===== src/rtl/pin_freq_meter.sv =====
// pin_freq_meter: counts rising edges of an asynchronous pin over a fixed
// gate window of GATE_CYCLES clk cycles and publishes the count once per
// window. Defining PIN_FREQ_METER_PERIOD_EN adds a period measurement
// (clk cycles between the last two rising edges); without it the period
// outputs are tied to zero but stay on the port list.
module pin_freq_meter #(
    parameter int GATE_CYCLES = 1000000,
    parameter int COUNT_W     = 24,
    parameter int SYNC_STAGES = 2,
    parameter int PERIOD_W    = 24
) (
    input  logic                clk,
    input  logic                rst,
    input  logic                sig_in,
    output logic [COUNT_W-1:0]  freq_count,
    output logic                freq_valid,
    output logic                freq_ovf,
    output logic [PERIOD_W-1:0] period_cycles,
    output logic                period_valid
);

    localparam int                 GATE_W     = $clog2(GATE_CYCLES);
    localparam logic [GATE_W-1:0]  GATE_LAST  = GATE_W'(GATE_CYCLES - 1);
    localparam int                 FLUSH_W    = $clog2(SYNC_STAGES + 2);
    localparam logic [FLUSH_W-1:0] FLUSH_LAST = FLUSH_W'(SYNC_STAGES + 1);

    localparam logic [0:0] ST_FLUSH = 1'b0;
    localparam logic [0:0] ST_RUN   = 1'b1;

    logic [SYNC_STAGES-1:0] r_sync;
    logic                   r_s_d;
    logic [0:0]             r_state;
    logic [FLUSH_W-1:0]     r_flush_cnt;
    logic [GATE_W-1:0]      r_gate_cnt;
    logic [COUNT_W-1:0]     r_edge_cnt;
    logic                   r_sat;
    logic [COUNT_W-1:0]     r_freq_count;
    logic                   r_freq_valid;
    logic                   r_freq_ovf;

    logic                   w_s;
    logic                   w_rise;
    logic                   w_run;
    logic                   w_rise_run;
    logic                   w_edge_max;
    logic [COUNT_W-1:0]     w_close_count;
    logic                   w_close_clip;

    assign w_s        = r_sync[SYNC_STAGES-1];
    assign w_rise     = w_s & ~r_s_d;
    assign w_run      = (r_state == ST_RUN);
    assign w_rise_run = w_rise & w_run;
    assign w_edge_max = &r_edge_cnt;

    // Synchronizer chain plus one delay flop for rising-edge detection.
    always_ff @(posedge clk) begin
        // NOTE: every sequential assignment is non-blocking so all flops
        // sample the pre-edge values, which is what makes the chain a chain.
        if (rst) begin
            r_sync <= '0;
            r_s_d  <= 1'b0;
        end else begin
            r_sync <= {r_sync[SYNC_STAGES-2:0], sig_in};
            r_s_d  <= w_s;
        end
    end

    // Edge count after this cycle's rise, saturating; clip marks a lost edge.
    always_comb begin
        // NOTE: defaults first so every path assigns both outputs and no
        // latch is inferred.
        w_close_count = r_edge_cnt;
        w_close_clip  = 1'b0;
        if (w_rise_run) begin
            if (w_edge_max) begin
                w_close_clip = 1'b1;
            end else begin
                w_close_count = r_edge_cnt + 1'b1;
            end
        end
    end

    // FLUSH/RUN control, gate window, edge counter and published result.
    always_ff @(posedge clk) begin
        if (rst) begin
            r_state      <= ST_FLUSH;
            r_flush_cnt  <= '0;
            r_gate_cnt   <= '0;
            r_edge_cnt   <= '0;
            r_sat        <= 1'b0;
            r_freq_count <= '0;
            r_freq_valid <= 1'b0;
            r_freq_ovf   <= 1'b0;
        end else begin
            r_freq_valid <= 1'b0;
            if (r_state == ST_FLUSH) begin
                // Let the synchronizer settle; edges seen here are stale.
                r_gate_cnt <= '0;
                r_edge_cnt <= '0;
                r_sat      <= 1'b0;
                if (r_flush_cnt == FLUSH_LAST) begin
                    r_state <= ST_RUN;
                end else begin
                    r_flush_cnt <= r_flush_cnt + 1'b1;
                end
            end else begin
                if (r_gate_cnt == GATE_LAST) begin
                    // A rise in the last cycle still belongs to this window.
                    r_gate_cnt   <= '0;
                    r_edge_cnt   <= '0;
                    r_sat        <= 1'b0;
                    r_freq_count <= w_close_count;
                    r_freq_ovf   <= r_sat | w_close_clip;
                    r_freq_valid <= 1'b1;
                end else begin
                    r_gate_cnt <= r_gate_cnt + 1'b1;
                    r_edge_cnt <= w_close_count;
                    r_sat      <= r_sat | w_close_clip;
                end
            end
        end
    end

    assign freq_count = r_freq_count;
    assign freq_valid = r_freq_valid;
    assign freq_ovf   = r_freq_ovf;

`ifdef PIN_FREQ_METER_PERIOD_EN
    logic [PERIOD_W-1:0] r_per_cnt;
    logic [PERIOD_W-1:0] r_period_cycles;
    logic                r_period_valid;
    logic                r_armed;
    logic [PERIOD_W-1:0] w_per_next;

    // Saturating increment; all-ones means timeout or too-slow input.
    assign w_per_next = (&r_per_cnt) ? r_per_cnt : r_per_cnt + 1'b1;

    // Period counter: the first rise only arms, later rises publish.
    always_ff @(posedge clk) begin
        if (rst) begin
            r_per_cnt       <= '0;
            r_period_cycles <= '0;
            r_period_valid  <= 1'b0;
            r_armed         <= 1'b0;
        end else begin
            r_period_valid <= 1'b0;
            if (w_run) begin
                if (w_rise) begin
                    r_per_cnt <= '0;
                    r_armed   <= 1'b1;
                    if (r_armed) begin
                        r_period_cycles <= w_per_next;
                        r_period_valid  <= 1'b1;
                    end
                end else begin
                    r_per_cnt <= w_per_next;
                end
            end
        end
    end

    assign period_cycles = r_period_cycles;
    assign period_valid  = r_period_valid;
`else
    assign period_cycles = '0;
    assign period_valid  = 1'b0;
`endif

endmodule


===== config.mk =====
export PLATFORM = sky130hd
export DESIGN_NAME = pin_freq_meter
export DESIGN_NICKNAME = d
export VERILOG_FILES = /design/src/rtl/pin_freq_meter.sv
export SDC_FILE = /design/constraint.sdc
export NUM_CORES = 1
export LEC_CHECK = 0
export ABC_CLOCK_PERIOD_IN_PS = 2800
export CORE_MARGIN = 10
export CORE_UTILIZATION = 37
export CTS_BUF_LIST = sky130_fd_sc_hd__clkbuf_2
export CTS_CLUSTER_DIAMETER = 50
export DETAILED_ROUTE_END_ITERATION = 6
export DONT_BUFFER_PORTS = 1
export HOLD_SLACK_MARGIN = 0.12
export MAX_ROUTING_LAYER = met4
export PLACE_DENSITY = 0.51
export REMOVE_ABC_BUFFERS = 1
export SETUP_SLACK_MARGIN = 0.1
export SLEW_MARGIN = 20
export SYNTH_ARGS = -nofsm -noshare
export SYNTH_HDL_FRONTEND = slang
export SYNTH_SLANG_ARGS = --single-unit

===== constraint.sdc =====
create_clock -name clk -period 2.8 [get_ports clk]
set_clock_uncertainty 0.05 [all_clocks]
set_input_delay 0.42 -clock clk [delete_from_list [all_inputs] [get_ports clk]]
set_output_delay 0.42 -clock clk [all_outputs]
set_load 0.01 [all_outputs]

==> impl_metrics.toml <==
[run_status]
outcome = "completed"

[job]
cap_violations = 0

[clock_tree]
cts_max_level = 3
clk_latency_ns = 0.50
cts_setup_buffers = 0
clk_path_buf_depth = 2
clk_pin_slew_worst_paths_ns = 0.19
cts.sink_count = 77
cts-root-buf = "clkbuf_2"
numCtsBuffers = 9
cts_tree = "yes"
cts_resized = 0

[placed_design]
portBuffers = 0
gp_congestion = 0.790
place_hpwl_um = 4830

[power]
p_leak_nw = 1.16
irDropWorstVdd_v = 0.000241
powerDensity_mw_per_mm2 = 508
fin_total_pwr_mw = 1.80

[grt]
antenna_found_initial = 1
first_global_vias = 2359
grt_pass1_wl_um = 11400
grt_overflow = 0
grt_util_all_layers = 0.108
grt_max_degree = 33

[critical_path]
worst-setup-path-type = "register to register"
rr_startpoint = "r_gate_cnt[0]$_SDFF_PP0_"
cp_max_fo = 15
end_kind = "register"
worstPathRequired_ns = 3.18
arrival_ns = 2.68
worstSetupStartpoint = "r_gate_cnt[0]$_SDFF_PP0_"
crit_path_start_kind = "register"

[worst_hold_path]
min_from = "r_sync[0]$_SDFF_PP0_"
hold_path.class = "register to register"

[synth]
synth.ff_latch_count = 77
syn-cell-area_mm2 = 0.00341
synth-main-ff-cell = "dfxtp_1"
synthArstFlopShare = 0
yosys_warnings = 0
avgSynthCellArea_um2 = 9.27
synth-seq-area-share = 0.452
synthTopCellsByCount = "dfxtp_1, nor2_1, buf_4"
synth_edf_count = 0
syn_inst = 368
synth_top_area_share = 0.452
synth_top_cell_by_area = "dfxtp_1"
synth.area.top_cells = "dfxtp_1, nor2_1, a211oi_2, xor2_1, buf_4"
synth.distinct_cells = 38

[cells_and_area]
syn_to_final_growth_pct = 4.11
nNetsFinal = 376
drive_gt1_frac = 0.112
multi_input_area_mm2 = 0.00168
seqCellArea_mm2 = 0.00154
n_fill_cell = 930

[sta]
worstMarginPinSlew_ns = 0.551
fin_tns_setup_ns = 0
hold_viol = 0
final-setup-viol-count = 0
fin_crit_sh = 0.822
rsz0062_at_grt = "no"
fmax_mhz = 435
finalCriticalPeriod_ns = 2.30
slew_violations = 0
slew_headroom = 0.632

[floorplanning]
num_rows = 34
die_width_um = 116
die_h_um = 116
pin_count = 54
initial_utilization = 0.386
die_area_mm2 = 0.0135
design.core.area_mm2 = 0.00885

[detailed_routing]
wl_per_cell_um = 13.7
dr.pass1.iters = 4
drc = 0
ant_nets = 0
wirelength_um = 6620
drt-initial-drc-count = 112
viasPerCell = 4.97
vias = 2407
==> sequential cells by signal (all words and copies together) (netlist names) <==
| signal | count |
|---|---|
| r_flush_cnt | 2 |
| freq_ovf | 1 |
| r_sat | 1 |
| r_gate_cnt | 20 |
| freq_count | 24 |
| freq_valid | 1 |
| r_state | 1 |
| r_sync | 2 |
| r_s_d | 1 |
| r_edge_cnt | 24 |
==> logic make-up (layout without fill, tap and decap cells) <==
| logic type | Yosys count | count (layout) | synth area share |
|---|---|---|---|
| fa+ha+maj | 3 | 3 | 0.0110 |
| buf+inv | 43 | 26 | 0.0836 |
| xor+xnor | 35 | 35 | 0.0898 |
| mux | 3 | 3 | 0.00880 |
| simple gates | 161 | 161 | 0.241 |
| flops | 77 | 77 | 0.452 |
| other cells | 1 | 26 | 0.00110 |
| compound gates | 45 | 45 | 0.113 |
==> worst max-delay path: stages, from the launching register on <==
cell and delay, ns:
dfxtp_1 0.42, ha_1 0.27, nand3_4 0.12, or3_1 0.54, nor2_8 0.31, buf_4 0.25, nor2_1 0.07, a211oi_2 0.20
==> repair_timing <==
| item | in CTS | in global routing |
|---|---|---|
| endpoints found under the setup margin | 0 | 0 |
| hold buffers | 3 | 0 |
| endpoints found under the hold margin | 33 | 0 |
==> cell usage in the layout, fill, tap and decap left out, drive strengths merged, types with 2 or more instances in the layout <==
cell	Yosys	layout
nor2b	6	6
nand4	16	16
dlygate4sd3	0	2
nand2b	4	4
nor2	78	78
xnor2	10	10
a31oi	2	2
and3	9	9
nor4	3	3
or3	5	5
o21ai	10	10
ha	3	3
and4	5	5
xor2	25	25
conb	1	25
clkinv	0	4
nand3	15	15
mux2i	3	3
dfxtp	77	77
clkbuf	3	10
nand2	13	13
inv	3	3
a21oi	10	10
a211oi	22	22
buf	37	5
==> stage by stage <==
step	cells	hold slack [ns]	worst slack, ns	utilization	instance area [µm²]
2_1_floorplan	352	0.364	0.476	-	3230
6_report	484	0.407	0.500	0.401	3550
4_1_cts	483	0.410	0.472	0.401	3550
5_1_grt	484	0.444	0.330	0.401	3550
3_3_place_gp	464	0.370	0.618	0.385	3410
3_5_place_dp	464	0.374	0.530	0.385	3410
==> worst paths after layout <==
path                                  to  slack, ns  depth (start not counted)
max reg2reg  freq_count[20]$_SDFFE_PP0P_       0.50                          7
min reg2reg         r_sync[1]$_SDFF_PP0_       0.41                          1
min                 r_sync[1]$_SDFF_PP0_       0.41                          1
max          freq_count[20]$_SDFFE_PP0P_       0.50                          7
==> layer usage <==
metal	vias to the layer above	wire, µm	global-route usage
li1	1218	-	-
met1	1128	3130	0.132
met2	51	2910	0.160
met3	10	499	0.0310
met4	0	79	0.0550
met5	-	0	-
==> cell type report <==
type	count	share of cell area
inverters	3	0.00317
well taps	108	0.0380
diodes	1	0.000704
multi-input cells	272	0.472
clock buffers	10	0.0141
repair buffers	7	0.0232
clock inverters	6	0.0151
flip-flops and latches	77	0.434
==> power breakdown <==
group | total, mW | leakage (nW) | switching [mW] | internal [mW]
clock | 0.569 | 0.0644 | 0.369 | 0.200
sequential | 1.13 | 0.621 | 0.0139 | 1.12
combinational | 0.105 | 0.474 | 0.0737 | 0.0310
Power figures use the tool's default switching activity.
